$ cat src/rtl/video_timing_generator.sv
// video_timing_generator
//   Raster timing generator producing pixel/line counters, sync pulses and
//   frame markers. It decodes them from a shadow copy of the timing inputs.
//   The shadow copy reloads on reset and at every frame wrap. While the loaded
//   set is invalid, it also reloads on every enabled cycle.
//
// Ports:
//   clock        rising-edge clock
//   reset        synchronous, active-low reset
//   enable       pixel tick; all state advances only when high
//   HActive..HBack  horizontal segment lengths (pixels), XWIDTH bits
//   VActive..VBack  vertical segment lengths (lines), YWIDTH bits
//   hsync, vsync    sync pulses at HSYNC_POL / VSYNC_POL active level
//   xposition, yposition  current pixel / line counters
//   ActiveVideo  inside the active region
//   LineEnd      last pixel of the line
//   FrameEnd     last pixel of the frame
//   ConfigError  loaded timing set is invalid
module video_timing_generator #(
    parameter int XWIDTH    = 10,
    parameter int YWIDTH    = 10,
    parameter int HSYNC_POL = 0,
    parameter int VSYNC_POL = 0
) (
    input  logic              clock,
    input  logic              reset,
    input  logic              enable,
    input  logic [XWIDTH-1:0] HActive,
    input  logic [XWIDTH-1:0] HFront,
    input  logic [XWIDTH-1:0] HSync,
    input  logic [XWIDTH-1:0] HBack,
    input  logic [YWIDTH-1:0] VActive,
    input  logic [YWIDTH-1:0] VFront,
    input  logic [YWIDTH-1:0] VSync,
    input  logic [YWIDTH-1:0] VBack,
    output logic              hsync,
    output logic              vsync,
    output logic [XWIDTH-1:0] xposition,
    output logic [YWIDTH-1:0] yposition,
    output logic              ActiveVideo,
    output logic              LineEnd,
    output logic              FrameEnd,
    output logic              ConfigError
);

    // Sums of four segments can need two extra bits, so totals carry them.
    localparam int XT = XWIDTH + 2;
    localparam int YT = YWIDTH + 2;

    localparam logic [XT-1:0] H_LIMIT = {{(XT-1){1'b0}}, 1'b1} << XWIDTH;
    localparam logic [YT-1:0] V_LIMIT = {{(YT-1){1'b0}}, 1'b1} << YWIDTH;

    localparam logic HS_ON = (HSYNC_POL != 0);
    localparam logic VS_ON = (VSYNC_POL != 0);

    function automatic logic timing_ok(
        input logic [XWIDTH-1:0] ha, hf, hs, hb,
        input logic [YWIDTH-1:0] va, vf, vs, vb
    );
        logic [XT-1:0] ht;
        logic [YT-1:0] vt;
        ht = {2'b00, ha} + {2'b00, hf} + {2'b00, hs} + {2'b00, hb};
        vt = {2'b00, va} + {2'b00, vf} + {2'b00, vs} + {2'b00, vb};
        return (ha != '0) && (hs != '0) && (va != '0) && (vs != '0) &&
               (ht <= H_LIMIT) && (vt <= V_LIMIT);
    endfunction

    // Shadow timing set
    logic [XWIDTH-1:0] sh_ha, sh_hf, sh_hs, sh_hb;
    logic [YWIDTH-1:0] sh_va, sh_vf, sh_vs, sh_vb;

    logic [XT-1:0] h_sync_start, h_sync_end, h_total;
    logic [YT-1:0] v_sync_start, v_sync_end, v_total;

    assign h_sync_start = {2'b00, sh_ha} + {2'b00, sh_hf};
    assign h_sync_end   = h_sync_start + {2'b00, sh_hs};
    assign h_total      = h_sync_end + {2'b00, sh_hb};
    assign v_sync_start = {2'b00, sh_va} + {2'b00, sh_vf};
    assign v_sync_end   = v_sync_start + {2'b00, sh_vs};
    assign v_total      = v_sync_end + {2'b00, sh_vb};

    logic in_ok;
    logic reload;

    assign in_ok = timing_ok(HActive, HFront, HSync, HBack,
                             VActive, VFront, VSync, VBack);

    // A frame wrap and an invalid set both restart from 0,0 with freshly
    // captured inputs, so they share the reset path.
    assign reload = !reset || (enable && (ConfigError || FrameEnd));

    // Outputs are registered from the decode of the *next* counter values so
    // every flag lines up with the position it describes.
    logic [XWIDTH-1:0] x_next;
    logic [YWIDTH-1:0] y_next;
    logic [XT-1:0]     x_ext;
    logic [YT-1:0]     y_ext;
    logic              act_n, hs_n, vs_n, le_n, fe_n;

    always_comb begin
        x_next = LineEnd ? '0 : xposition + 1'b1;
        y_next = LineEnd ? yposition + 1'b1 : yposition;
        x_ext  = {2'b00, x_next};
        y_ext  = {2'b00, y_next};
        act_n  = (x_next < sh_ha) && (y_next < sh_va);
        hs_n   = (x_ext >= h_sync_start) && (x_ext < h_sync_end);
        vs_n   = (y_ext >= v_sync_start) && (y_ext < v_sync_end);
        le_n   = (x_ext == h_total - 1'b1);
        fe_n   = le_n && (y_ext == v_total - 1'b1);
    end

    always_ff @(posedge clock) begin
        if (reload) begin
            sh_ha <= HActive;
            sh_hf <= HFront;
            sh_hs <= HSync;
            sh_hb <= HBack;
            sh_va <= VActive;
            sh_vf <= VFront;
            sh_vs <= VSync;
            sh_vb <= VBack;
            xposition   <= '0;
            yposition   <= '0;
            LineEnd     <= 1'b0;
            FrameEnd    <= 1'b0;
            // Position 0,0 of a valid set is always active video and never
            // inside a sync (HActive, VActive >= 1), and never a line end
            // (HTotal >= 2).
            hsync       <= ~HS_ON;
            vsync       <= ~VS_ON;
            ActiveVideo <= in_ok;
            ConfigError <= ~in_ok;
        end else if (enable) begin
            xposition   <= x_next;
            yposition   <= y_next;
            LineEnd     <= le_n;
            FrameEnd    <= fe_n;
            hsync       <= hs_n ? HS_ON : ~HS_ON;
            vsync       <= vs_n ? VS_ON : ~VS_ON;
            ActiveVideo <= act_n;
        end
    end

endmodule

$ cat config.mk
export PLATFORM = sky130hd
export DESIGN_NAME = video_timing_generator
export DESIGN_NICKNAME = d
export VERILOG_FILES = /design/src/rtl/video_timing_generator.sv
export SDC_FILE = /design/constraint.sdc
export NUM_CORES = 1
export LEC_CHECK = 0
export CORE_MARGIN = 10
export CORE_UTILIZATION = 50
export CTS_BUF_LIST = sky130_fd_sc_hd__clkbuf_4 sky130_fd_sc_hd__clkbuf_8
export DETAILED_ROUTE_END_ITERATION = 10
export GPL_ROUTABILITY_DRIVEN = 0
export PLACE_DENSITY = 0.72
export SLEW_MARGIN = 0
export SYNTH_ARGS = -nofsm -noshare
export SYNTH_HDL_FRONTEND = slang
export SYNTH_SLANG_ARGS = --single-unit
$ cat constraint.sdc
create_clock -name clock -period 9.4 [get_ports clock]
set_input_delay 0.94 -clock clock [delete_from_list [all_inputs] [get_ports clock]]
set_output_delay 0.94 -clock clock [all_outputs]
set_load 0.005 [all_outputs]
# Yosys cells after proc, flatten, opt, wreduce, memory -nomap -nowiden
# Index checks and enable logic that the tools add are counted.
dict set report totals {
  regBits 106
  latchBits 0
  ram_bits 0
  rom_bits 0
  inputBits 83
  wordCells 67
  n_memories 0
}
dict set report classes {
  n_addsub 16
  mul 0
  div 0
  n_lt_le_gt_ge 8
  n_eq_ne 2
  shift 0
  muxes 6
  n_bitwise 1
  n_reduce_logical 18
}
# op n
set op_table {}
lappend op_table {{11-bit by 10-bit adder with 12-bit output} 4}
lappend op_table {{12-bit by 10-bit adder with 12-bit output} 4}
lappend op_table {{10-bit by 10-bit adder with 11-bit output} 4}
lappend op_table {{10-bit nonzero test} 4}
lappend op_table {{10-bit by 12-bit equality test with 1-bit output} 2}
lappend op_table {{12-bit by 11-bit less-or-equal comparator with 1-bit output (second input constant)} 2}
lappend op_table {{10-bit by 12-bit less-than comparator with 1-bit output} 2}
lappend op_table {{12-bit by 1-bit subtractor with 12-bit output (second input constant)} 2}
lappend op_table {{10-bit by 11-bit greater-or-equal comparator with 1-bit output} 2}
lappend op_table {{10-bit by 1-bit adder with 10-bit output (second input constant)} 2}
lappend op_table {{10-bit less-than comparator} 2}
lappend op_table {{10-bit 2-to-1 mux} 2}
lappend op_table {{1-bit logical AND} 10}
lappend op_table {{1-bit 2-to-1 mux} 4}
lappend op_table {{1-bit logical OR} 2}
lappend op_table {{2-bit nonzero test} 1}
lappend op_table {{1-bit zero test} 1}
lappend op_table {{1-bit NOT} 1}

# Depth between registers and ports, before layout
# Gate-level depths: netlist of the first run.
dict set report logic_depth {
  ltp_word 7
  depth_mapped 25
}

# Least setup slack after synthesis of the first run
# OpenSTA, ideal clock, no wires.
dict set report synth_path {
  path_type {flip-flop to flip-flop}
  start {register sh_va[1]}
  end {register FrameEnd}
  setup_ns 0.075
  arrival_time_ns 4.789
  required_time_ns 9.325
  setup_slack_ns 4.536
  path_stages_with_launch 22
  n_path_buf 0
  period_less_slack_ns 4.864
  path_cell_list {edfxtp_1 -> ha_1 -> a21o_1 -> a21oi_1 -> o21bai_1 -> a21oi_1 -> o21bai_1 -> a21oi_1 -> xnor2_1 -> ha_1 -> a21o_1 -> a21o_1 -> a21oi_1 -> xnor2_1 -> xnor2_1 -> ha_1 -> a21o_1 -> a31oi_1 -> or4b_1 -> o211a_1 -> or4_1 -> o22ai_1}
}
dict set report synth_between {
  elab_chain_len 6
}
# item line_no
set synth_lines {}
lappend synth_lines {{start: declaration} 70} ;# logic [YWIDTH-1:0] sh_va, sh_vf, sh_vs, sh_vb;
lappend synth_lines {{start signal: assignment} 118} ;# sh_va <= VActive;
lappend synth_lines {{10-bit by 10-bit adder with 11-bit output} 78} ;# assign v_sync_start = {2'b00, sh_va} + {2'b00, sh_vf};
lappend synth_lines {{11-bit by 10-bit adder with 12-bit output} 79} ;# assign v_sync_end = v_sync_start + {2'b00, sh_vs};
lappend synth_lines {{12-bit by 10-bit adder with 12-bit output} 80} ;# assign v_total = v_sync_end + {2'b00, sh_vb};
lappend synth_lines {{12-bit by 1-bit subtractor with 12-bit output} 109} ;# fe_n = le_n && (y_ext == v_total - 1'b1);
lappend synth_lines {{10-bit by 12-bit equality test with 1-bit output} 109}
lappend synth_lines {{1-bit logical AND} 109}
lappend synth_lines {{end signal: assignment} 137} ;# FrameEnd <= fe_n;
lappend synth_lines {{end: declaration} 42} ;# output logic FrameEnd,
# Every way passes these cells.
# A chain may end at the register's enable or synchronous reset.

# Worst setup path in the final report of the first run
# Same ends and word-level chain as after synthesis.

==> results.json, run 1 <==
{
  "syn_area_sq_mm": 0.00981,
  "rsz0062_at_grt": "no",
  "dieHeight_microns": 160,
  "arrival_ps": 5680,
  "maxSlewViolCount": 0,
  "port_buffers": 108,
  "vias_per_cell": 5.50,
  "postCtsHoldBufs": 0,
  "clk_latency_ps": 400,
  "overflow": 0,
  "async_reset_ff_frac": 0,
  "die_w_microns": 160,
  "synth_fa_ha_area_frac": 0.277,
  "synth_xor_area_frac": 0.0937,
  "cts_tree": "yes",
  "grt_max_degree": 69,
  "post_cts_resized": 0,
  "syn-num-nets": 1265,
  "worst_pin_slew_ps": 985,
  "cp_max_fo": 7,
  "synth_top_family_by_area": "adder cells",
  "fin_tns_setup_ps": 0,
  "dp_hpwl_mm": 19.0,
  "r2r_start": "sh_va[1]",
  "synth-simple-area-share": 0.118,
  "cts.sinks": 106,
  "fp-row-count": 51,
  "syn-instance-count": 994,
  "clk_pin_slew_ps": 110,
  "postCtsSetupRepairBufs": 0,
  "layout_min_cycle_time_ps": 5360,
  "max_slew_margin": 0.341,
  "cts_inserted_buffers": 9,
  "grt_use_total": 0.176,
  "drt_iter0_drc": 404,
  "finalHoldViolations": 0,
  "critPathRequiredTime_ps": 9710,
  "antenna_found_initial": 0,
  "avgSynthCellArea_sq_um": 9.87,
  "multi_input_area_sq_mm": 0.00643,
  "ant_nets": 0,
  "final_nets": 1378,
  "finClkSkew_ps": 19.8,
  "avgRoutedWirePerCell_microns": 16.2,
  "cts_root_buffer": "clkbuf_8",
  "powerDensity_mw_per_mm2": 245,
  "ir_worst_vdd_mv": 0.131,
  "synth.top_cell.area_share": 0.251,
  "coreArea_sq_mm": 0.0194,
  "synthMuxAreaShare": 0.0112,
  "synth_seq_area_share": 0.300,
  "h-tree-depth": 3,
  "endpoint_kind": "flop",
  "synthFlopType": "edfxtp_1",
  "dp_cells": 1361,
  "ys.warnings.count": 0,
  "period_share": 0.570,
  "synth_compound_area_frac": 0.155,
  "setup_viol": 0,
  "die-area_sq_mm": 0.0256,
  "antennaDiodeCount": 0,
  "total_leakage_power_nw": 4.90,
  "hold_class": "reg2reg",
  "drt_first_pass_iters": 4,
  "crit_start": "sh_va[1]",
  "synth-seq-cells": 106,
  "syn2layout_area_growth_pct": 16.3,
  "synth_cell_type_count": 62,
  "synth_area_leaders": "edfxtp_1 25%, ha_1 18%, fa_1 9.4%",
  "dr_total_vias": 7575,
  "post-route-drc-count": 0,
  "synth_top_area_cell": "edfxtp_1",
  "cts_max_path_buffers": 2,
  "maxCapViolCount": 0,
  "synth-edff-count": 82,
  "io_pins": 109,
  "initial_core_util": 0.506,
  "grt_pass1_vias": 7420,
  "cp-start-kind": "flop",
  "outcome": "finished, final reports clean",
  "grt_pass1_wl_mm": 37.1,
  "drive_above_1_share": 0.0333,
  "routed_wl_mm": 22.3,
  "crit_type": "reg2reg",
  "fmax_mhz": 187,
  "stdcell_count": 1377,
  "hold_start": "vsync",
  "regArea_sq_mm": 0.00294,
  "num-fill-cells": 1714
}
cell families (layout without fill, tap and decap cells):
family,after synthesis,after routing
simple gates,235,235
compound gates,230,230
fa+ha+maj,190,190
buf+inv,117,235
flops,106,106
xor+xnor,105,105
mux,11,11
area by class of cell:
type                       instances  share of cell area
multi-input combinational        771               0.563
inverter                         109              0.0360
sequential                       106               0.258
timing repair buffer             110              0.0960
clock inverter                     6             0.00647
clock buffer                      10              0.0115
tap                              265              0.0290
per-layer routing:
layer	wire, microns	global-route usage	share of wire	up-vias
li1	-	-	-	3803
met1	11400	0.265	0.51	3560
met4	275	0.0488	0.012	0
met5	0	0	0	-
met2	9290	0.254	0.42	198
met3	1300	0.0272	0.058	14
power by group:
part           leakage, nW  switching, mW  internal (mW)
clock                0.106          0.177          0.131
sequential            1.02         0.0216          0.549
combinational         3.77           1.03          0.885
Yosys cell counts (3+ instances only):
cell,count
nand3_1,19
o211a_1,3
ha_1,142
or2_2,11
nor3_1,29
fa_1,46
o21a_1,16
nand4_1,10
and3_1,4
o21ai_0,40
edfxtp_1,82
o22ai_1,4
xor2_1,39
and2_1,5
a21oi_1,57
nand2_1,41
clkbuf_1,7
o211ai_1,6
nor2b_1,9
mux2i_1,11
dfxtp_1,24
nor2_1,72
o21bai_1,12
nand2b_1,7
a211oi_1,16
xnor2_1,66
inv_1,109
or4_1,5
or3_1,4
nor4_1,11
a31oi_1,9
a21o_1,32
a31o_2,3
o2111ai_1,5
a41oi_1,4
per-stage QoR:
step / hold WS (ps) / utilization / power, mW / worst slack, ps / area (sq um)
3_3_place_gp: 467 / 0.578 / 2.43 / 4250 / 11200
4_1_cts: 502 / 0.588 / 2.80 / 4050 / 11400
6_report: 499 / 0.588 / 2.80 / 4040 / 11400
5_1_grt: 522 / 0.588 / 3.09 / 3510 / 11400
2_1_floorplan: 475 / - / 2.13 / 4540 / 9810
3_5_place_dp: 481 / 0.578 / 2.48 / 4090 / 11200
worst max-delay path: stages, from the launching register on:
cell and delay, ps:
edfxtp_1 410, ha_1 310, a21o_1 180, a21oi_1 210
o21bai_1 90, a21oi_1 220, o21bai_1 90, a21oi_1 220
xnor2_1 110, ha_1 350, nand2_1 70, nor3_1 200
a21oi_1 130, xnor2_1 450, xnor2_1 140, ha_1 370
a21o_1 190, a31oi_1 330, or4b_1 480, o211a_1 140
or4_1 470, o22ai_1 120
layout by cell type (no fill, tap or decap), types with 4 or more instances in the layout:
| cell type | Yosys | final |
|---|---|---|
| o21a_1 | 16 | 16 |
| dfxtp_1 | 24 | 24 |
| or3_1 | 4 | 4 |
| fa_1 | 46 | 46 |
| nor2b_1 | 9 | 9 |
| clkbuf_8 | 0 | 9 |
| a21o_1 | 32 | 32 |
| clkdlybuf4s50_1 | 0 | 108 |
| a31oi_1 | 9 | 9 |
| nor4_1 | 11 | 11 |
| xor2_1 | 39 | 39 |
| mux2i_1 | 11 | 11 |
| o211ai_1 | 6 | 6 |
| inv_1 | 109 | 108 |
| o22ai_1 | 4 | 4 |
| a41oi_1 | 4 | 4 |
| edfxtp_1 | 82 | 82 |
| o21ai_0 | 40 | 40 |
| a211oi_1 | 16 | 16 |
| nor3_1 | 29 | 29 |
| nand2b_1 | 7 | 7 |
| nand2_1 | 41 | 41 |
| ha_1 | 142 | 142 |
| nor2_1 | 72 | 72 |
| and2_1 | 5 | 5 |
| o21bai_1 | 12 | 12 |
| or4_1 | 5 | 5 |
| o2111ai_1 | 5 | 5 |
| or2_2 | 11 | 11 |
| and3_1 | 4 | 4 |
| nand4_1 | 10 | 10 |
| nand3_1 | 19 | 19 |
| xnor2_1 | 66 | 66 |
| a21oi_1 | 57 | 57 |
final timing paths:
path                    to  slack, ps  cells after the start
setup / recovery  FrameEnd       4040                     21
hold / removal       vsync        500                      2
setup reg to reg  FrameEnd       4040                     21
hold reg to reg      vsync        500                      2
flip-flops by register name (all words and copies together), names as in the netlist:
register and count:
sh_ha 10, sh_hb 10, sh_hf 10, sh_hs 10, sh_va 10, sh_vb 10, sh_vf 10, sh_vs 10
xposition 10, yposition 10, ActiveVideo 1, ConfigError 1, FrameEnd 1, LineEnd 1, hsync 1, vsync 1
Power figures use the tool's default switching activity.
==> run 2, diff against run 1 <==
==> constraint.sdc (replaced) <==
create_clock -name clock -period 5.35 [get_ports clock]
set_input_delay 0.535 -clock clock [delete_from_list [all_inputs] [get_ports clock]]
set_output_delay 0.535 -clock clock [all_outputs]
set_load 0.005 [all_outputs]
==> results.json, run 2 (same netlist as run 1, synthesis figures left out) <==
{
  "finalHoldViolations": 0,
  "holdPathEnd": "vsync",
  "timing.hold.ws_ps": 503,
  "hold_start": "vsync",
  "layout_commonest_cell": "ha_1",
  "powerDensity_mw_per_mm2": 436,
  "layout_common_cells": "140 x ha_1, 108 x inv_1, 108 x clkdlybuf4s50_1",
  "syn2layout_area_growth_pct": 17.2,
  "cts_root_buffer": "clkbuf_8",
  "io_pins": 109,
  "final_nets": 1382,
  "h-tree-depth": 3,
  "vias_per_cell": 5.44,
  "fmax_mhz": 198,
  "cp_max_fo": 5,
  "r2r_start": "sh_va[1]",
  "r2r.worst_path.cells": 21,
  "grt_pass1_vias": 7476,
  "cts_tree": "yes",
  "dieHeight_microns": 160,
  "avgRoutedWirePerCell_microns": 16.2,
  "die_w_microns": 160,
  "initial_core_util": 0.506,
  "total_leakage_power_nw": 4.93,
  "max_slew_margin": 0.444,
  "grt_use_total": 0.175,
  "hold_class": "reg2reg",
  "power_mw": 5.01,
  "hold-path-cell-count": 2,
  "crit_type": "reg2reg",
  "drt_first_pass_iters": 5,
  "cp-start-kind": "flop",
  "clk_pin_slew_ps": 120,
  "drive_above_1_share": 0.0493,
  "endpoint_kind": "flop",
  "cts_max_path_buffers": 2,
  "ant_nets": 0,
  "grt_max_degree": 69,
  "finClkSkew_ps": 15.3,
  "r2r-end": "FrameEnd",
  "cts_inserted_buffers": 9,
  "multi_input_area_sq_mm": 0.00651,
  "maxCapViolCount": 0,
  "cts.sinks": 106,
  "ir_worst_vdd_mv": 0.264,
  "worst_pin_slew_ps": 834,
  "preCtsSetupSlack_ps": 177,
  "critPathRequiredTime_ps": 5670,
  "regArea_sq_mm": 0.00294,
  "postCtsHoldBufs": 0,
  "overflow": 0,
  "coreArea_sq_mm": 0.0194,
  "layout_min_cycle_time_ps": 5050,
  "outcome": "finished, final reports clean",
  "drt_iter0_drc": 418,
  "antennaDiodeCount": 0,
  "period_share": 0.944,
  "finalWorstSetupSlack_ps": 298,
  "fp-row-count": 51,
  "arrival_ps": 5370,
  "stdcell_area_sq_mm": 0.0115,
  "post-route-util": 0.593,
  "maxSlewViolCount": 0,
  "routed_wl_mm": 22.4,
  "dp_hpwl_mm": 19.0,
  "die-area_sq_mm": 0.0256,
  "worst-r2r-setup-slack_ps": 300,
  "dr_total_vias": 7511,
  "clk_latency_ps": 400,
  "port_buffers": 108,
  "grt_pass1_wl_mm": 36.9,
  "setup_viol": 0,
  "post-route-drc-count": 0,
  "num-fill-cells": 1722,
  "antenna_found_initial": 0,
  "place_area_sq_mm": 0.0112
}
run 2: cell count changes in the layout (fill, tap and decap cells not counted), sizes merged:
cell and delta:
clkinvlp +2, buf +4, clkbuf -1, bufinv -1
run 2: layer usage:
| layer | up-vias | GRT usage | part of all wire |
|---|---|---|---|
| met4 | 0 | 0.0401 | 0.0092 |
| met1 | 3496 | 0.258 | 0.51 |
| met5 | - | 0 | 0 |
| met2 | 187 | 0.258 | 0.42 |
| li1 | 3813 | - | - |
| met3 | 15 | 0.0316 | 0.055 |
run 2: cell type report:
class                      instances  area share
multi-input combinational        771       0.566
sequential                       106       0.256
timing repair buffer             114      0.0979
inverter                         109      0.0357
tap                              265      0.0288
clock buffer                       9      0.0108
clock inverter                     7     0.00522
run 2: per-stage QoR:
step | TNS (ps) | cells
floorplan | 0 | 994
global placement | 0 | 1365
detailed placement | 0 | 1365
CTS | 0 | 1381
global route | -7.91 | 1381
finish | 0 | 1381
run 2: power by group:
| part | leakage [nW] | switching [mW] | internal (mW) |
|---|---|---|---|
| combinational | 3.82 | 1.88 | 1.64 |
| clock | 0.0897 | 0.316 | 0.178 |
| sequential | 1.02 | 0.0369 | 0.964 |
run 2: how the worst max path moves through the flow:
stage                        start       end  slack (ps)  cells past startpoint
after floorplan           sh_va[1]  FrameEnd         490                     21
after global placement    sh_va[1]  FrameEnd         320                     21
final                     sh_va[1]  FrameEnd         300                     21
after CTS                 sh_va[1]  FrameEnd         130                     21
after detailed placement  sh_va[1]  FrameEnd         180                     21
after global routing      sh_va[0]  FrameEnd          -8                     22
run 2: worst max-delay path, cell delays in order (launching register included):
cell and delay [ps]:
edfxtp_1 410, ha_1 310, a21o_1 190, a21oi_2 180, o21bai_1 100, a21oi_2 170, o21bai_1 100, a21oi_2 180
xnor2_1 160, ha_1 310, a21o_1 190, a21o_1 170, a21oi_1 200, xnor2_1 190, xnor2_1 150, ha_2 340
a21o_1 220, a31oi_4 200, or4b_1 460, o211a_1 140, or4_1 480, o22ai_1 120
run 2: repair_timing:
action / CTS / global route
resized for setup: 0 / 16
buffers inserted: 0 / 0
hold endpoints to repair: 0 / 0
setup endpoints to repair: 0 / 2
==> run 3, diff against run 2 <==
--- a/config.mk
+++ b/config.mk
@@ -10,6 +10,7 @@
 export CTS_BUF_LIST = sky130_fd_sc_hd__clkbuf_4 sky130_fd_sc_hd__clkbuf_8
 export DETAILED_ROUTE_END_ITERATION = 10
 export GPL_ROUTABILITY_DRIVEN = 0
+export GPL_TIMING_DRIVEN = 1
 export PLACE_DENSITY = 0.72
 export SLEW_MARGIN = 0
 export SYNTH_ARGS = -nofsm -noshare
==> results of run 3 <==
The final DEF is identical to that of run 2; final timing and power are the same.
